$ cat src/rtl/fifo_pkg.sv
// Shared definitions for the FIFO write-side blocks: arbiter FSM encoding,
// the default FIFO address size and the round-robin distance helper.
package fifo_pkg;

  typedef enum logic {
    IDLE  = 1'b0,
    BURST = 1'b1
  } arb_state_e;

  localparam int ADDRESS_SIZE = 4;

  // Search order position of idx when the previous holder was last:
  // last+1 is position 0, last itself is position n-1.
  function automatic int rr_distance(input int idx, input int last, input int n);
    return (idx + n - 1 - last) % n;
  endfunction

endpackage

$ cat src/rtl/fifo_write_arbiter_rr_pick.sv
// Combinational round-robin picker: returns the first requesting index
// strictly after last_owner, wrapping from NUM_REQ-1 back to 0.
module rr_pick
  import fifo_pkg::*;
#(
  parameter int NUM_REQ = 4,
  parameter int IDX_W   = $clog2(NUM_REQ)
) (
  input  logic [NUM_REQ-1:0] req,
  input  logic [IDX_W-1:0]   last_owner,
  output logic [IDX_W-1:0]   winner,
  output logic               valid
);

  // NOTE: every variable assigned in always_comb gets a default first;
  // a path that skips an assignment would otherwise infer a latch.
  always_comb begin
    int best_d;
    int d;
    winner = '0;
    valid  = 1'b0;
    best_d = NUM_REQ;
    d      = 0;
    for (int i = 0; i < NUM_REQ; i++) begin
      if (req[i]) begin
        d = rr_distance(i, int'(last_owner), NUM_REQ);
        if (d < best_d) begin
          best_d = d;
          winner = IDX_W'(i);
          valid  = 1'b1;
        end
      end
    end
  end

endmodule

$ cat src/rtl/fifo_write_arbiter.sv
// Round-robin write arbiter in front of a FIFO write handler: grants bursts
// of up to MAX_BURST words per requester and stalls cleanly on write_full.
module fifo_write_arbiter
  import fifo_pkg::*;
#(
  parameter int NUM_REQ    = 4,
  parameter int DATA_WIDTH = 8,
  parameter int MAX_BURST  = 4
) (
  input  logic                          write_clock,
  input  logic                          reset,
  input  logic [NUM_REQ-1:0]            req,
  input  logic [NUM_REQ*DATA_WIDTH-1:0] req_data,
  input  logic                          write_full,
  output logic [NUM_REQ-1:0]            grant,
  output logic                          write_enable,
  output logic [DATA_WIDTH-1:0]         write_data,
  output logic [$clog2(NUM_REQ)-1:0]    owner,
  output logic                          busy
);

  localparam int OW = $clog2(NUM_REQ);
  localparam int CW = $clog2(MAX_BURST + 1);

  localparam logic [CW-1:0] CNT_MAX    = CW'(MAX_BURST);
  localparam logic [CW-1:0] CNT_LAST   = CW'(MAX_BURST - 1);
  localparam logic [OW-1:0] LAST_RESET = OW'(NUM_REQ - 1);

  arb_state_e    state_q, state_d;
  logic [OW-1:0] owner_q, owner_d;
  logic [OW-1:0] last_owner_q, last_owner_d;
  logic [CW-1:0] count_q, count_d;

  logic [OW-1:0] pick_idx;
  logic          pick_vld;
  logic [OW-1:0] gnt_idx;
  logic          gnt_vld;

  rr_pick #(
    .NUM_REQ (NUM_REQ),
    .IDX_W   (OW)
  ) u_rr_pick (
    .req        (req),
    .last_owner (last_owner_q),
    .winner     (pick_idx),
    .valid      (pick_vld)
  );

  // Grant decision is combinational so the word is consumed in the same
  // cycle; reset and full both suppress it outright.
  always_comb begin
    gnt_vld = 1'b0;
    gnt_idx = owner_q;
    if (!reset && !write_full) begin
      if (state_q == IDLE) begin
        gnt_vld = pick_vld;
        gnt_idx = pick_idx;
      end else if (req[owner_q] && (count_q < CNT_MAX)) begin
        gnt_vld = 1'b1;
      end
    end
  end

  assign grant        = gnt_vld ? (NUM_REQ'(1) << gnt_idx) : '0;
  assign write_enable = |grant;

  always_comb begin
    write_data = '0;
    for (int i = 0; i < NUM_REQ; i++) begin
      if (grant[i]) begin
        write_data = write_data | req_data[i*DATA_WIDTH +: DATA_WIDTH];
      end
    end
  end

  always_comb begin
    state_d      = state_q;
    owner_d      = owner_q;
    last_owner_d = last_owner_q;
    count_d      = count_q;
    if (!write_full) begin
      case (state_q)
        IDLE: begin
          if (pick_vld) begin
            owner_d = pick_idx;
            count_d = CW'(1);
            // A one-word tenure ends on its own grant; re-arbitrate next cycle.
            if (MAX_BURST == 1) begin
              last_owner_d = pick_idx;
            end else begin
              state_d = BURST;
            end
          end
        end
        BURST: begin
          if (gnt_vld) begin
            count_d = count_q + 1'b1;
            if (count_q == CNT_LAST) begin
              last_owner_d = owner_q;
              state_d      = IDLE;
            end
          end else begin
            last_owner_d = owner_q;
            state_d      = IDLE;
          end
        end
        default: state_d = IDLE;
      endcase
    end
  end

  // NOTE: sequential state uses non-blocking assignments only, so every
  // register samples the pre-edge value of every other register.
  always_ff @(posedge write_clock) begin
    if (reset) begin
      state_q      <= IDLE;
      count_q      <= '0;
      owner_q      <= '0;
      last_owner_q <= LAST_RESET;
    end else begin
      state_q      <= state_d;
      count_q      <= count_d;
      owner_q      <= owner_d;
      last_owner_q <= last_owner_d;
    end
  end

  assign owner = owner_q;
  assign busy  = (state_q == BURST);

endmodule
$ cat config.mk
export PLATFORM = sky130hd
export DESIGN_NAME = fifo_write_arbiter
export DESIGN_NICKNAME = d
export VERILOG_FILES = /design/src/rtl/fifo_pkg.sv /design/src/rtl/fifo_write_arbiter_rr_pick.sv /design/src/rtl/fifo_write_arbiter.sv
export SDC_FILE = /design/constraint.sdc
export NUM_CORES = 1
export LEC_CHECK = 0
export CAP_MARGIN = 10
export CORE_ASPECT_RATIO = 1.5
export CORE_MARGIN = 2
export CORE_UTILIZATION = 38
export CTS_CLUSTER_DIAMETER = 40
export DETAILED_ROUTE_END_ITERATION = 10
export GPL_ROUTABILITY_DRIVEN = 0
export PLACE_DENSITY_LB_ADDON = 0.12
export SYNTH_ARGS = -nofsm -noshare
export SYNTH_HDL_FRONTEND = slang
export SYNTH_HIERARCHICAL = 1
export SYNTH_SLANG_ARGS = --single-unit
$ cat constraint.sdc
create_clock -name write_clock -period 7.6 [get_ports write_clock]
set_input_delay 2.28 -clock write_clock [delete_from_list [all_inputs] [get_ports write_clock]]
set_output_delay 2.28 -clock write_clock [all_outputs]
set_load 0.05 [all_outputs]
==> results of run 1 <==
[worst register-to-register path: stages (launching register included)]
cell and delay, ns:
dfxtp_1 0.55, xnor2_1 0.17, inv_1 0.13, ha_4 0.16, inv_1 0.06, o32ai_2 0.30, a21oi_2 0.07, ha_2 0.23
nor4b_4 0.23, o22ai_2 0.13, o21ai_2 0.24, buf_4 0.15, nand2_1 0.04, a21oi_1 0.12
[final cells by class]
type / count / area [um^2] / share of cell area
clock buffers: 3 / 22.5 / 0.0118
inverters: 9 / 33.8 / 0.0177
multi-input cells: 108 / 851 / 0.445
flip-flops and latches: 8 / 160 / 0.0838
well taps: 24 / 30.0 / 0.0157
repair buffers: 68 / 815 / 0.426
[cell usage after synthesis, types with 2 or more instances]
cell type  number
o21ai_0         4
inv_1           9
nand3b_1        4
a221oi_2        5
buf_2           2
a221oi_1        3
mux2_2          2
a21oi_1        24
dfxtp_1         8
nor2_1          2
nor3_1          8
buf_4           2
and3_1          2
nand2b_1        3
o22ai_1         2
nand2_1        23
ha_1            4
[metrics by stage]
stage / hold slack (ns) / utilization / setup TNS, ns / setup WS [ns]
global route: 0.527 / 0.780 / -0.168 / -0.0331
CTS: 0.484 / 0.702 / 0 / 0.0598
finish: 0.485 / 0.780 / 0 / 0.0104
global placement: 0.473 / 0.689 / 0 / 0.000259
detailed placement: 0.477 / 0.689 / -0.386 / -0.0761
floorplan: 0.442 / - / 0 / 0.216
[sequential cells by signal (all words and copies together), names as in the netlist]
name          flops
busy              1
last_owner_q      2
owner             2
count_q           3
[cells by family (layout without fill, tap and decap cells)]
kind of cell               count (synthesis)  after routing
buffers and inverters                     15             80
DFF                                        8              8
adders and majority gates                  4              4
muxes                                      6              6
AOI/OAI and AO/OA                         49             49
xor gates and xnor gates                   1              1
and+or+nand+nor                           48             48
[worst paths after layout]
kind                                start                 endpoint  slack, ns
max                                req[0]            write_data[3]       0.01
min               count_q[0]$_SDFFE_PP0P_  count_q[0]$_SDFFE_PP0P_       0.48
max reg2reg  last_owner_q[0]$_SDFFE_PP1P_    owner[0]$_SDFFE_PP0P_       4.97
min reg2reg       count_q[0]$_SDFFE_PP0P_  count_q[0]$_SDFFE_PP0P_       0.48
[power by group through the flow]
stage	registers [mW]	clock network (mW)	logic [mW]
4_1_cts	0.0491	0.0338	0.129
5_1_grt	0.0503	0.0360	0.160
3_5_place_dp	0.0499	0	0.127
6_report	0.0498	0.0330	0.152
2_1_floorplan	0.0527	0	0.0671
3_3_place_gp	0.0496	0	0.124
[layer usage]
metal | track usage | vias to the layer above | wire length, um
met5 | 0 | - | 0
met3 | 0.0301 | 9 | 249
met2 | 0.438 | 77 | 2150
met4 | 0.0846 | 0 | 61
li1 | - | 619 | -
met1 | 0.239 | 605 | 1410
[placed cells by master (no fill, tap or decap), types with 2 or more instances in the layout]
master,Yosys,routed
clkbuf_4,0,3
buf_12,0,10
mux2_4,1,2
inv_1,9,9
buf_4,2,11
nand2_1,23,22
ha_1,4,2
o22ai_2,0,2
clkdlybuf4s50_1,0,42
a221oi_2,5,8
mux2i_4,0,2
nor2_1,2,2
dfxtp_1,8,8
and3_1,2,2
a21oi_2,0,3
o21ai_0,4,4
nand3b_1,4,4
nor3_1,8,8
clkbuf_16,0,4
a21oi_1,24,21
nand2b_1,3,3
[what timing repair did]
| action | CTS | global route |
|---|---|---|
| pin swaps | 0 | 11 |
| gates resized for setup | 2 | 16 |
| gates cloned | 0 | 3 |
| buffers inserted | 0 | 4 |
| setup endpoints to repair | 8 | 11 |
==> results.yml, run 1 <==
run_status:
  status: "finished clean"
setup_path:
  rr_worst_depth: 13
  crit_chain: "clkdlybuf4s50_1 > nand2b_1 > ha_4 > inv_1 > o32ai_2 > a21oi_2 > ha_2 > o31a_1 > o21bai_2 > a21o_1 > mux2i_4 > buf_12 > buf_12 > a21oi_2 > a221oi_2 > clkbuf_16"
  critical_path_buf_inv_count: 5
  required_ns: 5.32
  slowest_delay_ns: 0.42
  endpoint_kind: "primary output"
  crit_cells: 16
  startpoint_type: "input pin"
  cp_top_family: "compound AO/OA/AOI/OAI gates"
  crit_path_max_fanout: 5
  critPathArrivalTime_ns: 5.31
  crit_type: "in -> out"
  critPathSlowestCell: "clkdlybuf4s50_1"
logic_synthesis:
  synth_xor_xnor_area_share: 0.00894
  synth_nets: 174
  synth_top_family_by_area: "compound AO/OA/AOI/OAI gates"
  ys_top_cells_by_area: "dfxtp_1 (16%), a21oi_1 (12%), nand2_1 (8.8%)"
  netlist.top_cell.by_area: "dfxtp_1"
  yosysSeqAreaShare: 0.163
  synth_top_area_frac: 0.163
  synth_warnings: 6
  netlist_instances: 131
  synthAdderAreaFrac: 0.0511
  synthesis.area_um2: 980
  synth-async-reset-ratio: 0
  synth_seq_cells: 8
  yosys.area_share.simple: 0.258
  synth_enable_flop_cells: 0
  syn_area_per_cell_um2: 7.48
  synth_mux_area_frac: 0.0856
  ys_types: 41
  synth_compound_area_frac: 0.358
  synth_top_flop_cell: "dfxtp_1"
floorplanning:
  core-area_um2: 2450
  die_w_um: 45.5
  dieHeight_um: 66.2
  initial_core_util: 0.400
  die_area_um2: 3010
  ioPinCount: 55
  num_rows: 22
route:
  ant_nets: 0
  drt-initial-drc-count: 39
  wl_um: 3870
  drc_errors: 0
  drt-wirelength-per-cell_um: 17.6
  first_pass_iters: 4
  vias: 1310
  vias_per_cell: 5.95
cts:
  clkTransAtPathRegs_ns: 0.05
  root_buffer: "clkbuf_4"
  clockBufferDepth: 2
  clock_latency_ns: 0.26
  h-tree-depth: 1
  cts_tree: "yes"
  cts.sinks: 8
  hold_buffers: 0
  cts_buffers: 3
global_route:
  antenna_found_initial: 0
  grt_pass1_vias: 1178
  grt_pass1_wl_um: 5190
  grt_max_degree: 19
  track_usage: 0.230
  grt_overflow: 0
power:
  power.share.clock: 0.141
  swShare: 0.406
  internal_power_mw: 0.140
  ir_worst_vdd_mv: 0.117
  p_switching_mw: 0.0953
  p_leak_nw: 0.751
  combPwrFrac: 0.648
  p_total_mw: 0.235
  seq_power_share: 0.212
  power_density_nw_per_um2: 123
placement:
  hpwl_um: 2540
  io_buffers: 54
  dp_cells: 210
  place_area_um2: 1690
sta:
  tightest_slew_ns: 0.519
  skew_ns: 0.00108
  fin_crit_sh: 0.999
  hold_viol: 0
  fmax_mhz: 132
  relSlewSlack: 0.653
  slew_viol_final: 0
  setup-violations-final: 0
  fin_crit_ns: 7.59
hold_path:
  worstHoldPathType: "reg -> reg"
  hold_depth: 1
run:
  maxCapViolations: 0
cells_and_area:
  final_cell_count_no_fill: 220
  syn2layout_area_growth_pct: 95.1
  design_area_um2: 1910
  drive_gt1_frac: 0.291
  n_antenna_cell: 0
  fillers: 154
  layout.nets: 241
Note: power is estimated with default switching activity, not from simulation.
==> run 2: changes to the inputs <==
- RECOVER_POWER: default -> 25
==> run 2 against run 1 <==
  * Via count is 0.53% higher
  * Clock skew hardly changed
  * Flip-flop and latch count stayed put
  * Sequential power about the same
  * Utilization down 0.15 points
  * Clock power about the same
  * Sequential share of layout area is essentially flat
  * Critical path depth unchanged
  * Setup slack lost 0.0040 ns
  * Non-clock buffer count is the same
  * Die area unchanged
==> results.yml, run 2 (synthesized netlist as in run 1, its figures left out) <==
setup_path:
  crit_chain: "clkdlybuf4s50_1 > nand2b_1 > ha_4 > inv_1 > o32ai_2 > a21oi_2 > ha_2 > o31a_1 > o21bai_2 > a21o_1 > mux2i_4 > buf_12 > buf_12 > a21oi_2 > a221oi_2 > clkbuf_16"
  critPathSlowestCell: "clkdlybuf4s50_1"
  required_ns: 5.32
  critPathArrivalTime_ns: 5.31
  rr_worst_depth: 13
  slowest_delay_ns: 0.42
  r2r_slack_ns: 4.97
  startpoint_type: "input pin"
  r2r_end: "owner[0]$_SDFFE_PP0P_"
  r2r_start: "last_owner_q[0]$_SDFFE_PP1P_"
  crit_path_max_fanout: 5
  endpoint_kind: "primary output"
  crit_type: "in -> out"
global_route:
  grt_max_degree: 19
  grt_pass1_vias: 1178
  antenna_found_initial: 0
  track_usage: 0.230
  grt_overflow: 0
  grt_pass1_wl_um: 5190
floorplanning:
  num_rows: 22
  core-area_um2: 2450
  die_w_um: 45.5
  dieHeight_um: 66.2
  die_area_um2: 3010
  ioPinCount: 55
  initial_core_util: 0.400
route:
  first_pass_iters: 4
  wl_um: 3850
  ant_nets: 0
  drt-wirelength-per-cell_um: 17.5
  drc_errors: 0
  drt-initial-drc-count: 52
  vias: 1317
  vias_per_cell: 5.99
sta:
  skew_ns: 0.00129
  hold_viol: 0
  tightest_slew_ns: 0.519
  timing.hold.ws_ns: 0.485
  fin_crit_ns: 7.59
  slew_viol_final: 0
  setup-violations-final: 0
  fmax_mhz: 132
  setup_ws_ns: 0.00638
  fin_crit_sh: 0.999
  relSlewSlack: 0.653
  tns_ns: 0
cells_and_area:
  final_common_cell: "clkdlybuf4s50_1"
  design_area_um2: 1910
  largest_register: "count_q"
  syn2layout_area_growth_pct: 94.8
  layout.nets: 241
  final_cell_mix: "clkdlybuf4s50_1 (40), nand2_1 (22), a21oi_1 (21)"
  fin_util: 0.779
  largest_register_ffs: 3
  n_antenna_cell: 0
  drive_gt1_frac: 0.286
power:
  p_leak_nw: 0.752
  power_density_nw_per_um2: 123
  ir_worst_vdd_mv: 0.117
cts:
  clock_latency_ns: 0.26
  clockBufferDepth: 2
  cts_tree: "yes"
  clkTransAtPathRegs_ns: 0.05
  cts.sinks: 8
  h-tree-depth: 1
  root_buffer: "clkbuf_4"
  cts_buffers: 3
placement:
  place_area_um2: 1690
  pre_cts_ws_ns: -0.0761
  hpwl_um: 2540
  io_buffers: 54
run_status:
  status: "finished clean"
run:
  maxCapViolations: 0
hold_path:
  hold_depth: 1
  worstHoldPathType: "reg -> reg"
  whs_endpoint: "count_q[0]$_SDFFE_PP0P_"
  min_from: "count_q[0]$_SDFFE_PP0P_"
run 2: cell count changes in the layout (fill, tap and decap cells not counted):
cell	change
dlygate4sd3_1	+2
clkbuf_1	+1
clkdlybuf4s50_1	-2
buf_4	-1
run 2: worst max-delay path: cells and delay by family:
family,cells,cell delay (ns)
multiplexers,1,0.17
adder cells (fa/ha/maj),2,0.52
AND/OR/NAND/NOR,1,0.16
AO/OA/AOI/OAI,7,1.21
buffers and inverters,5,0.97
run 2: repair_timing:
item,4_1_cts,5_1_grt
endpoints found under the setup margin,8,11
endpoints found under the hold margin,0,0
pin swaps,0,11
hold buffers,0,0
resized for setup,2,16
gates cloned,0,3
buffers inserted,0,4
run 2: worst max-delay path by stage:
stage                 from            end  slack [ns]  cells after the start
floorplan           req[0]       grant[0]        0.22                     12
global placement    req[0]  write_data[3]      0.0003                     15
detailed placement  req[0]  write_data[3]       -0.08                     14
CTS                 req[0]  write_data[3]        0.06                     15
global route        req[0]  write_data[3]       -0.03                     16
finish              req[0]  write_data[3]       0.006                     16
run 2: cell type report:
type | instances | area, um^2
fillers | 154 | 542
repair buffers | 68 | 811
well taps | 24 | 30.0
clock buffers | 3 | 22.5
inverters | 9 | 33.8
multi-input cells | 108 | 851
flip-flops and latches | 8 | 160
run 2: metrics by stage:
stage,power (mW),std cells
after floorplan,0.120,131
after global placement,0.174,210
after detailed placement,0.177,210
after CTS,0.212,213
after global routing,0.246,220
final,0.234,220
run 2: power breakdown:
part           total (mW)  internal [mW]  leakage [nW]  switching, mW
Sequential         0.0497         0.0445        0.0656        0.00518
Combinational       0.151         0.0765         0.673         0.0750
Clock              0.0330         0.0181        0.0138         0.0149
run 2: metal layers:
layer	wire length, um	vias up	track usage
met1	1380	608	0.239
met5	0	-	0
met2	2160	81	0.438
met3	254	9	0.0301
met4	61	0	0.0846
li1	-	619	-
